$ cat src/rtl/wb_stage.sv
// Writeback stage: ALU results and queued load results merged onto one register-file write port.
// Optional WB_BYPASS_EN adds combinational forwarding of the registered write to two read ports.
module wb_stage #(
  parameter int WIDTH  = 32,
  parameter int DEPTH  = 32,
  parameter int QDEPTH = 4
) (
  input  logic                       clk,
  input  logic                       rst,
  input  logic                       alu_valid,
  input  logic [$clog2(DEPTH)-1:0]   alu_rd,
  input  logic [WIDTH-1:0]           alu_data,
  input  logic                       ld_valid,
  output logic                       ld_ready,
  input  logic [$clog2(DEPTH)-1:0]   ld_rd,
  input  logic [WIDTH-1:0]           ld_data,
  output logic                       we0,
  output logic [$clog2(DEPTH)-1:0]   wr_addr0,
  output logic [WIDTH-1:0]           wr_din0,
  output logic [DEPTH-1:0]           busy_mask,
  output logic [$clog2(QDEPTH):0]    q_count
`ifdef WB_BYPASS_EN
  ,
  input  logic [$clog2(DEPTH)-1:0]   rs1_addr,
  input  logic [$clog2(DEPTH)-1:0]   rs2_addr,
  input  logic [WIDTH-1:0]           rs1_rf,
  input  logic [WIDTH-1:0]           rs2_rf,
  output logic [WIDTH-1:0]           rs1_val,
  output logic [WIDTH-1:0]           rs2_val
`endif
);

  localparam int AW  = $clog2(DEPTH);
  localparam int QAW = $clog2(QDEPTH);
  localparam int CW  = QAW + 1;
  localparam logic [CW-1:0] QFULL = CW'(QDEPTH);

  typedef struct packed {
    logic [AW-1:0]    rd;
    logic [WIDTH-1:0] data;
  } ent_t;

  ent_t             mem_q [QDEPTH];
  logic [QAW-1:0]   head_q, head_d;
  logic [QAW-1:0]   tail_q, tail_d;
  logic [CW-1:0]    cnt_q, cnt_d;
  logic             we_q, we_d;
  logic [AW-1:0]    addr_q, addr_d;
  logic [WIDTH-1:0] din_q, din_d;

  logic             push, pop, sel;
  ent_t             sel_e;
  logic [DEPTH-1:0] busy;
  logic [QAW-1:0]   idx;

  assign ld_ready = !rst && (cnt_q != QFULL);
  assign push     = ld_valid && ld_ready;
  // ALU always wins the port; loads drain only on ALU-idle cycles
  assign pop      = !alu_valid && (cnt_q != '0);

  always_comb begin
    sel   = 1'b0;
    sel_e = '0;
    unique case (1'b1)
      alu_valid: begin
        sel   = 1'b1;
        sel_e = '{rd: alu_rd, data: alu_data};
      end
      pop: begin
        sel   = 1'b1;
        sel_e = mem_q[head_q];
      end
      default: ;
    endcase
  end

  always_comb begin
    we_d   = sel && (sel_e.rd != '0);
    addr_d = we_d ? sel_e.rd : addr_q;
    din_d  = we_d ? sel_e.data : din_q;
    head_d = head_q + QAW'(pop);
    tail_d = tail_q + QAW'(push);
    cnt_d  = cnt_q + CW'(push) - CW'(pop);
  end

  always_ff @(posedge clk or posedge rst) begin
    if (rst) begin
      head_q <= '0;
      tail_q <= '0;
      cnt_q  <= '0;
      we_q   <= 1'b0;
      addr_q <= '0;
      din_q  <= '0;
    end else begin
      head_q <= head_d;
      tail_q <= tail_d;
      cnt_q  <= cnt_d;
      we_q   <= we_d;
      addr_q <= addr_d;
      din_q  <= din_d;
    end
  end

  // Storage needs no reset: occupancy alone marks entries valid
  always_ff @(posedge clk) begin
    if (push) begin
      mem_q[tail_q] <= '{rd: ld_rd, data: ld_data};
    end
  end

  always_comb begin
    busy = '0;
    idx  = '0;
    if (we_q) begin
      busy[addr_q] = 1'b1;
    end
    for (int i = 0; i < QDEPTH; i++) begin
      idx = head_q + QAW'(i);
      if (CW'(i) < cnt_q) begin
        busy[mem_q[idx].rd] = 1'b1;
      end
    end
    busy[0] = 1'b0;
  end

  assign we0       = we_q;
  assign wr_addr0  = addr_q;
  assign wr_din0   = din_q;
  assign busy_mask = busy;
  assign q_count   = cnt_q;

`ifdef WB_BYPASS_EN
  assign rs1_val = (we_q && addr_q == rs1_addr && rs1_addr != '0)
                   ? din_q : rs1_rf;
  assign rs2_val = (we_q && addr_q == rs2_addr && rs2_addr != '0)
                   ? din_q : rs2_rf;
`endif

endmodule

$ cat config.mk
export PLATFORM = sky130hd
export DESIGN_NAME = wb_stage
export DESIGN_NICKNAME = d
export VERILOG_FILES = /design/src/rtl/wb_stage.sv
export SDC_FILE = /design/constraint.sdc
export NUM_CORES = 1
export LEC_CHECK = 0
export BUFFER_PORTS_ARGS = -buffer_cell sky130_fd_sc_hd__buf_2
export CAP_MARGIN = 5
export CORE_ASPECT_RATIO = 1.2
export CORE_UTILIZATION = 47
export CTS_BUF_LIST = sky130_fd_sc_hd__clkbuf_2 sky130_fd_sc_hd__clkbuf_4 sky130_fd_sc_hd__clkbuf_8
export DETAILED_ROUTE_END_ITERATION = 6
export PLACE_DENSITY = 0.71
export SYNTH_ARGS = -nofsm -noshare
export SYNTH_HDL_FRONTEND = slang
export SYNTH_SLANG_ARGS = --single-unit
$ cat constraint.sdc
create_clock -name clk -period 6.75 [get_ports clk]
set_input_delay 0.3375 -clock clk [delete_from_list [all_inputs] [get_ports clk]]
set_output_delay 0.3375 -clock clk [all_outputs]
set_load 0.01 [all_outputs]
# After elaboration in Yosys (flattened, before gate mapping)
# Memories as Yosys holds them, arrays and structs flattened.
# Cells that the tools add are included.
[word_totals] ff_bits=45 ram_bits=148 inputBits=78 out_inout_bits=74 mem_count=1
[op_classes] add_sub_neg=7 n_lt_le_gt_ge=14 n_eq_ne=1 mux=19 bitwise=4 reduce_logical=14
[mem_list] name="mem_q" depth=4 width=37 rd=4 rd_clocked_by_memory_dff=0 write_ports=1 line="43" source="ent_t mem_q [QDEPTH];"
[ops] operator="2-to-1 mux 32 bit" count=5
[ops] operator="bitwise OR 32 bit" count=4
[ops] operator="one-hot mux 37 bit (2 select lines)" count=1
[ops] operator="< comparator 5 x 6 -> 1 bit (second input constant)" count=5
[ops] operator="demux 1 bit (select 5 bit)" count=5
[ops] operator="greater-or-equal comparator 5 x 1 -> 1 bit (second input constant)" count=5
[ops] operator="logical AND 1 bit" count=9
[ops] operator="2-to-1 mux 1 bit" count=8
[ops] operator="< comparator 1 x 3 -> 1 bit (first input constant)" count=2
[ops] operator="< comparator 2 x 3 -> 1 bit (first input constant)" count=2
[ops] operator="nonzero test 5 bit" count=1
[ops] operator="adder 2 x 1 -> 2 bit" count=2
[ops] operator="adder 2 bit (second input constant)" count=2
[ops] operator="adder 3 x 1 -> 3 bit" count=1
[ops] operator="!= test 3 bit (second input constant)" count=1
[ops] operator="nonzero test 3 bit" count=1
[ops] operator="subtractor 3 x 1 -> 3 bit" count=1
[ops] operator="adder 2 x 1 -> 2 bit (second input constant)" count=1
[ops] operator="zero test 1 bit" count=2
[ops] operator="OR reduction 2 bit" count=1

# Depth between registers and ports, before layout
# Gate-level depths: netlist of run 1.
[depth] word_depth=13 ltp_mapped=9

# Least setup slack after synthesis of run 1
# Ideal clock, no wire load.
[synth_timing] path_kind="register -> register" from="register cnt_q[0], in the netlist q_count[0]" to="memory mem_q[1][0] (netlist name), enable pin" setup_time_ns=0.485 arrival_time_ns=3.731 required_ns=6.265 slack_ns=2.534 path_stages_with_launch=5 path_buffers=0 cell_sequence="dfrtp_1 -> nor2_1 -> a21oi_1 -> nand2_1 -> nor3b_1"
[synth_via] elab_chain_cells=5
[synth_lines] element="start, declared" line="46" source="logic [CW-1:0] cnt_q, cnt_d;"
[synth_lines] element="start signal, assigned" line="97" source="cnt_q <= cnt_d;"
[synth_lines] element="!= test 3 bit" line="56" source="assign ld_ready = !rst && (cnt_q != QFULL);"
[synth_lines] element="logical AND 1 bit" line="56"
[synth_lines] element="named net ld_ready" line="14" source="output logic ld_ready,"
[synth_lines] element="logical AND 1 bit" line="57" source="assign push = ld_valid && ld_ready;"
[synth_lines] element="2-to-1 mux 1 bit" line="106" source="if (push) begin"
[synth_lines] element="2-to-1 mux 1 bit (not written as such)" line="107" source="mem_q[tail_q] <= '{rd: ld_rd, data: ld_data};"
[synth_lines] element="end, declared" line="43"
# The timed path passes the listed nets, and every way through them passes these cells.

# Worst setup path after layout of run 1
[layout_timing] from="register head_q[0]" to="output busy_mask[18]"
[layout_via] elab_chain_cells=13 word_cells_on_any_way=32 cone_classes="add/sub: 3; order compare: 8; mux: 12; bitwise: 4; reduce/logical: 4; memory: 1"
[layout_lines] element="start, declared" line="44" source="logic [QAW-1:0] head_q, head_d;"
[layout_lines] element="start signal, assigned" line="88" source="head_q <= '0;"
[layout_lines] element="start signal, assigned" line="95" source="head_q <= head_d;"
[layout_lines] element="memory (4 x 37 bit) *"
[layout_lines] element="< comparator 5 x 6 -> 1 bit (not written as such) / greater-or-equal comparator 5 x 1 -> 1 bit (equally long branches)" line="120" source="busy[mem_q[idx].rd] = 1'b1;"
[layout_lines] element="logical AND 1 bit (not written as such)" line="120"
[layout_lines] element="2-to-1 mux 1 bit (not written as such)" line="120"
[layout_lines] element="demux 1 bit (select 5 bit)" line="120"
[layout_lines] element="bitwise OR 32 bit (no line)"
[layout_lines] element="2-to-1 mux 32 bit" line="119" source="if (CW'(i) < cnt_q) begin"
[layout_lines] element="bitwise OR 32 bit (no line)"
[layout_lines] element="2-to-1 mux 32 bit" line="119"
[layout_lines] element="bitwise OR 32 bit (no line)"
[layout_lines] element="2-to-1 mux 32 bit" line="119"
[layout_lines] element="bitwise OR 32 bit (no line)"
[layout_lines] element="2-to-1 mux 32 bit *" line="119"
[layout_lines] element="end, declared" line="20" source="output logic [DEPTH-1:0] busy_mask,"
# Mark *: on every way between the ends. The rest lies on a longest branch, timed or not.

==> run_results.csv, run 1 <==
group,metric,value,unit
detailed_routing,routed_wl,25900,µm
hold_path,hold_path_end,"mem_q[3][12]",
final_layout,final_nets,820,
grt,first_global_vias,6586,
clock_tree,post_cts_resized,0,
synthesis,synth_fp_nets,691,
clock_tree,cts_tree,"yes",
clock_tree,clkTransAtPathRegs,0.11,ns
sta,finalSetupTns,0,ns
synthesis,yosys.area_share.simple,0.0998,
floorplan,coreArea,19100,µm²
job,max_cap_violations,0,
worst_setup_path,rrSetupSlack,3.43,ns
worst_setup_path,required,6.41,ns
final_layout,finalInstanceArea,10600,µm²
synthesis,synth_compound_area_frac,0.0818,
floorplan,fp.dieW,130,µm
grt,antenna_found_initial,1,
sta,drv_slew,0,
final_layout,drive_above_1_share,0.380,
synthesis,syn_avg_cell_area,15.3,µm²
final_layout,syn_to_final_growth,14.1,%
floorplan,start_util,0.485,
floorplan,num_io_pins,152,
worst_setup_path,timing.rr.start,"head_q[0]",
power_and_ir_drop,leakagePower,4.02,nW
detailed_routing,drc,0,
power_and_ir_drop,ir_drop,0.280,mV
synthesis,ys.warnings.count,0,
grt,overflow,0,
floorplan,num_rows,55,
detailed_routing,num_vias,6340,
synthesis,synthTopCellsByArea,"edfxtp_1 48%, mux4_2 13%, dfrtp_1 12%, mux2_4 4.0%, a22o_1 3.0%",
worst_setup_path,cp_max_fo,53,
sta,hold_viol,0,
sta,max_slew_margin,0.137,
synthesis,ys_types,43,
floorplan,die_y,156,µm
sta,rsz0062_at_grt,"false",
synthesis,syn_area,9290,µm²
hold_path,hp-start,"ld_data[12]",
worst_setup_path,critPathKind,"flop to output port",
worst_setup_path,r2r_end,"wr_din0[15]",
sta,fin_crit,4.08,ns
run_status,outcome,"finished, final reports clean",
detailed_routing,final_antenna_net_count,0,
clock_tree,ctsHoldBuffers,0,
sta,clock-skew-final,0.0189,ns
sta,whs,0.0736,ns
detailed_routing,vias_per_cell,6.31,
sta,finalCritPeriodShare,0.604,
sta,max_freq,245,MHz
power_and_ir_drop,powerDensity,436,nW/µm²
synthesis,synth_top_family_by_area,"multiplexers",
worst_setup_path,arrival,3.74,ns
sta,finalSetupViolations,0,
clock_tree,cts_root_buf,"clkbuf_8",
grt,grt_max_degree,54,
synthesis,yosysTopAreaCellShare,0.479,
worst_setup_path,reg2reg_depth,5,
synthesis,synth-xor-area-share,0.00283,
synthesis,synth_adder_area_share,0.0102,
clock_tree,cts_setup_buffers,0,
clock_tree,htree_levels,4,
synthesis,synthMuxAreaShare,0.175,
floorplan,dieArea,20300,µm²
grt,grt_pass1_wl,39100,µm
detailed_routing,drtIter0Drc,580,
worst_setup_path,start_kind,"flop",
synthesis,synthCells,606,
placed_design,placed_area,10200,µm²
grt,grt_util_all_layers,0.267,
placed_design,place.gp.congestion,0.999,
placed_design,portBuffers,150,
sta,tightest_slew,1.28,ns
detailed_routing,firstDrtPassIters,7,
synthesis,synth_seq_cells,193,
synthesis,ys_seq_area_frac,0.600,
worst_setup_path,endpoint_kind,"output port",
clock_tree,clkLatencyLatePin,0.47,ns
placed_design,hpwl,18000,µm
clock_tree,tritoncts.num_buffers,17,
clock_tree,clock_sinks,193,
hold_path,hp-class,"primary input to flop",
detailed_routing,wl_per_cell,25.7,µm
synthesis,synth_top_area_cell,"edfxtp_1",
clock_tree,clock_path_buffers,2,
power_and_ir_drop,power,4.62,mW
hold_path,hold-path-cell-count,1,
-- cell usage in the layout (no fill, tap or decap), drive strengths merged, types with 2 or more instances in the layout --
cell	netlist	final
and4b	3	3
xor2	2	2
and3	3	3
o21ai	6	6
nand2	27	27
mux2	32	32
inv	13	19
edfxtp	148	148
and2	8	8
nor4b	7	7
nor2b	16	16
nand4	16	16
nor4bb	3	3
a22oi	24	24
nor3	10	10
nor4	2	2
dfrtp	45	45
mux4	52	52
clkbuf	23	18
nor2	12	12
a22o	32	32
nor3b	3	3
ha	6	6
nand3	54	54
clkinv	0	6
buf	24	157
a32oi	26	26
-- power by group --
| part | leakage (nW) | switching, mW | total (mW) | internal, mW |
|---|---|---|---|---|
| clock | 0.198 | 0.417 | 0.726 | 0.308 |
| sequential | 1.88 | 0.227 | 1.73 | 1.51 |
| combinational | 1.95 | 1.29 | 2.16 | 0.866 |
-- how the worst max path moves through the flow --
stage | start | end | slack (ns) | cells after the start
after floorplan | q_count[0] | mem_q[1][0] | 2.53 | 4
final | head_q[0] | busy_mask[18] | 2.67 | 5
after global routing | head_q[0] | busy_mask[19] | 2.49 | 5
after detailed placement | head_q[0] | busy_mask[18] | 3.18 | 5
after CTS | head_q[0] | busy_mask[18] | 2.66 | 5
after global placement | head_q[0] | busy_mask[18] | 3.05 | 5
-- layer usage --
layer,vias to the layer above,routed length (µm),part of all wire,global-route usage
li1,2725,-,-,-
met1,3227,9780,0.38,0.326
met2,316,13100,0.51,0.445
met4,0,1170,0.045,0.150
met3,72,1810,0.070,0.0511
met5,-,0,0,0
-- kinds of logic after synthesis --
| group | Yosys count |
|---|---|
| buf+inv | 60 |
| other cells | 1 |
| compound gates | 92 |
| simple gates | 166 |
| mux | 84 |
| flops | 193 |
| fa+ha+maj | 7 |
| xor+xnor | 3 |
-- synth_stat cells, drive strengths merged --
cell type  count
edfxtp       148
nand3         54
mux4          52
dfrtp         45
a22o          32
mux2          32
nand2         27
a32oi         26
a22oi         24
buf           24
clkbuf        23
nand4         16
nor2b         16
inv           13
nor2          12
nor3          10
and2           8
nor4b          7
ha             6
o21ai          6
and3           3
and4b          3
nor3b          3
nor4bb         3
nor4           2
xor2           2
a21oi          1
a31oi          1
and4           1
conb           1
fa             1
o211ai         1
o41ai          1
or3            1
xnor2          1
-- worst max-delay path, cell delays in order (launching register included) --
cell     delay [ns]
dfrtp_4        1.08
mux4_2         0.69
nor4b_1        1.06
a22oi_1        0.15
nand3_1        0.16
buf_2          0.15
-- state kept, by name, indices dropped and copies added (netlist names) --
name	flops
mem_q	148
wr_addr0	5
head_q	2
we0	1
wr_din0	32
tail_q	2
q_count	3
-- cell type report --
class | count | area (µm²)
fillers | 1615 | 8540
flip-flops and latches | 193 | 5580
multi-input cells | 353 | 3450
repair buffers | 157 | 803
well taps | 256 | 320
clock buffers | 18 | 241
clock inverters | 14 | 148
inverters | 13 | 48.8
diodes | 1 | 2.50
-- stage by stage --
stage                      util  setup WS, ns  cells
after floorplan               -          2.53    606
after CTS                 0.554          2.66   1004
final                     0.554          2.67   1005
after global placement    0.533          3.05    972
after global routing      0.554          2.49   1004
after detailed placement  0.533          3.18    972
Note: power is estimated with default switching activity, not from simulation.
==> run 2, diff against run 1 <==
--- a/config.mk
+++ b/config.mk
@@ -5,13 +5,14 @@
 export SDC_FILE = /design/constraint.sdc
 export NUM_CORES = 1
 export LEC_CHECK = 0
+export ABC_AREA = 1
 export BUFFER_PORTS_ARGS = -buffer_cell sky130_fd_sc_hd__buf_2
 export CAP_MARGIN = 5
 export CORE_ASPECT_RATIO = 1.2
 export CORE_UTILIZATION = 47
 export CTS_BUF_LIST = sky130_fd_sc_hd__clkbuf_2 sky130_fd_sc_hd__clkbuf_4 sky130_fd_sc_hd__clkbuf_8
 export DETAILED_ROUTE_END_ITERATION = 6
-export PLACE_DENSITY = 0.71
+export PLACE_DENSITY = 0.74
 export SYNTH_ARGS = -nofsm -noshare
 export SYNTH_HDL_FRONTEND = slang
 export SYNTH_SLANG_ARGS = --single-unit
==> constraint.sdc (replaced) <==
create_clock -name clk -period 3.5 [get_ports clk]
set_input_delay 0.175 -clock clk [delete_from_list [all_inputs] [get_ports clk]]
set_output_delay 0.175 -clock clk [all_outputs]
set_load 0.01 [all_outputs]
==> run_results.csv, run 2 <==
group,metric,value,unit
detailed_routing,final_antenna_net_count,0,
synthesis,yosys.area_share.simple,0.308,
sta,clock-skew-final,0.0229,ns
clock_tree,cts_setup_buffers,0,
synthesis,synthTopCellsByArea,"edfxtp_1 45%, nand2_1 19%, dfrtp_1 11%, nor2_1 6.6%, a21oi_1 3.3%",
final_layout,antenna_cells,0,
sta,hold_viol,0,
worst_setup_path,crit_top_cell,"nand2_1",
power_and_ir_drop,power_frac_clock,0.141,
power_and_ir_drop,combPwrFrac,0.519,
synthesis,synth_edf_count,148,
sta,whs,0.0152,ns
final_layout,fill_cells,1826,
final_layout,top_register,"mem_q",
synthesis,ys.warnings.count,0,
sta,max_slew_margin,0.341,
detailed_routing,wl_per_cell,16.8,µm
synthesis,ys_seq_area_frac,0.563,
synthesis,synth_adder_area_share,0.00962,
power_and_ir_drop,powerDensity,813,nW/µm²
worst_setup_path,critPathKind,"flop to output port",
final_layout,syn_to_final_growth,18.3,%
grt,first_global_vias,8480,
final_layout,multi_input_area,3890,µm²
job,max_cap_violations,0,
power_and_ir_drop,switchingPower,4.67,mW
clock_tree,clkLatencyLatePin,0.48,ns
final_layout,layout_commonest_cell,"nand2_1",
clock_tree,cts_tree,"yes",
worst_setup_path,max_stage_delay,0.66,ns
grt,antenna_found_initial,0,
grt,grt_max_degree,66,
floorplan,dieArea,21600,µm²
power_and_ir_drop,seq_power_share,0.340,
synthesis,synth_top_family_by_area,"simple AND/OR/NAND/NOR gates",
sta,drv_slew,0,
placed_design,dp_cells,1571,
synthesis,syn_avg_cell_area,8.28,µm²
worst_setup_path,cp_num_buf_inv,3,
worst_setup_path,start_kind,"flop",
synthesis,yosysTopAreaCellShare,0.449,
final_layout,ff_latch_area,5570,µm²
clock_tree,cts_root_buf,"clkbuf_8",
clock_tree,clock_sinks,193,
synthesis,synth_compound_area_frac,0.0706,
floorplan,fp.dieW,134,µm
power_and_ir_drop,ir_drop,0.375,mV
final_layout,largest_reg_flops,148,
worst_setup_path,cp_top_family,"simple AND/OR/NAND/NOR gates",
synthesis,async_flop_share,0.233,
synthesis,synth_top_area_cell,"edfxtp_1",
power_and_ir_drop,power,9.52,mW
run_status,outcome,"finished, final reports clean",
synthesis,ys_types,30,
worst_setup_path,arrival,2.88,ns
floorplan,coreArea,20500,µm²
final_layout,final_cells,1655,
detailed_routing,drc,0,
synthesis,synth_fp_nets,1279,
sta,finalCritPeriodShare,0.874,
synthesis,yosysMostFrequentCell,"nand2_1",
sta,rsz0062_at_grt,"false",
floorplan,die_y,161,µm
power_and_ir_drop,swShare,0.490,
worst_setup_path,crit_slowest_cell,"dfrtp_2",
worst_setup_path,crit_chain,"inv_4, o21ai_1, nand2_1, nand2_1, inv_1, nor2_1, nand2_1, nand2_1, nor2_1, nand2_1, buf_2",
placed_design,place.gp.congestion,0.924,
detailed_routing,firstDrtPassIters,5,
grt,overflow,0,
floorplan,start_util,0.483,
detailed_routing,drtIter0Drc,750,
worst_setup_path,cp_max_fo,36,
clock_tree,clock_path_buffers,2,
detailed_routing,vias_per_cell,5.35,
detailed_routing,routed_wl,27800,µm
clock_tree,clkTransAtPathRegs,0.10,ns
hold_path,hp-class,"primary input to flop",
clock_tree,tritoncts.num_buffers,17,
floorplan,num_rows,57,
synthesis,synth_top_flop_cell,"edfxtp_1",
synthesis,synthMuxAreaShare,0,
grt,grt_pass1_wl,43300,µm
worst_setup_path,endpoint_kind,"output port",
synthesis,syn_area,9890,µm²
clock_tree,htree_levels,4,
grt,grt_util_all_layers,0.262,
detailed_routing,num_vias,8858,
sta,tightest_slew,0.981,ns
synthesis,synth_seq_cells,193,
placed_design,hpwl,18800,µm
worst_setup_path,required,3.32,ns
placed_design,portBuffers,150,
synthesis,synth_common_cells,"492 x nand2_1, 175 x nor2_1, 148 x edfxtp_1",
sta,fin_crit,3.06,ns
power_and_ir_drop,leakagePower,5.26,nW
final_layout,layout_common_cells,"492 x nand2_1, 175 x nor2_1, 150 x buf_2",
floorplan,num_io_pins,152,
power_and_ir_drop,power.internal,4.85,mW
sta,finalSetupViolations,0,
synthesis,synth-xor-area-share,0.00266,
synthesis,synthCells,1194,
sta,max_freq,327,MHz
final_layout,drive_above_1_share,0.159,
final_layout,final_nets,1462,
==> run 2: changes by cell type after synthesis, sizes merged, moves of 19 or more <==
cell,delta
nor2,+165
a22o,-32
nand2,+467
nand3,-19
mux4,-52
nand4,+20
buf,+19
inv,+28
a21oi,+66
a32oi,-26
a22oi,-24
mux2,-32
o21ai,+59
==> run 2: power by group through the flow <==
stage          clock, mW  combinational (mW)  sequential [mW]
2_1_floorplan          0                3.29             3.26
3_3_place_gp           0                4.76             3.26
3_5_place_dp           0                4.83             3.27
4_1_cts             1.36                4.89             3.22
5_1_grt             1.44                5.46             3.28
6_report            1.34                4.94             3.23
==> run 2: stage by stage <==
step	area [µm²]	worst slack (ns)	setup TNS, ns	utilization
finish	11700	0.441	0	0.572
CTS	11700	0.297	0	0.572
detailed placement	10800	0.696	0	0.528
global placement	10800	0.836	0	0.528
floorplan	9890	-0.555	-82.21	-
global route	11700	0.161	0	0.572
==> run 2: cells by family after synthesis <==
logic type               count (synthesis)
other                                    1
AO/OA/AOI/OAI                          133
flip-flops                             193
adder cells (fa/ha/maj)                  7
AND/OR/NAND/NOR                        762
buffers and inverters                   95
XOR/XNOR                                 3
==> run 2: timing repair <==
| action | 4_1_cts | 5_1_grt |
|---|---|---|
| gates resized for setup | 0 | 2 |
| endpoints found under the setup margin | 0 | 3 |
| endpoints found under the hold margin | 183 | 0 |
| hold buffers | 52 | 0 |
==> run 2: tightest hold or removal path, cell delays in order <==
cell and delay, ns:
buf_2 0.07, nand2_1 0.04, nand2_1 0.06, nand2_1 0.05, nand2_1 0.06
==> run 2: worst paths after layout <==
kind | from | endpoint | slack [ns] | cells past startpoint
max | head_q[0] | busy_mask[4] | 0.44 | 11
min | alu_data[18] | wr_din0[18] | 0.02 | 5
max reg2reg | head_q[0] | wr_din0[8] | 0.87 | 9
min reg2reg | wr_din0[21] | wr_din0[21] | 0.54 | 2
max in group asynchronous | rst | head_q[0] | 2.32 | 3
min in group asynchronous | rst | wr_din0[1] | 0.51 | 3
==> run 2: per-layer routing <==
| metal | up-vias | routed length, µm | global-route usage |
|---|---|---|---|
| li1 | 4291 | - | - |
| met1 | 4051 | 10700 | 0.316 |
| met2 | 428 | 13800 | 0.450 |
| met3 | 88 | 1890 | 0.0354 |
| met4 | 0 | 1350 | 0.150 |
| met5 | - | 0 | 0 |
==> run 2: final cells by class <==
type                       count  share of cell area
clock buffer                  18              0.0206
clock inverter                14              0.0105
inverter                      41              0.0134
multi-input combinational    906               0.332
sequential                   193               0.476
tap                          265              0.0283
timing repair buffer         218               0.119
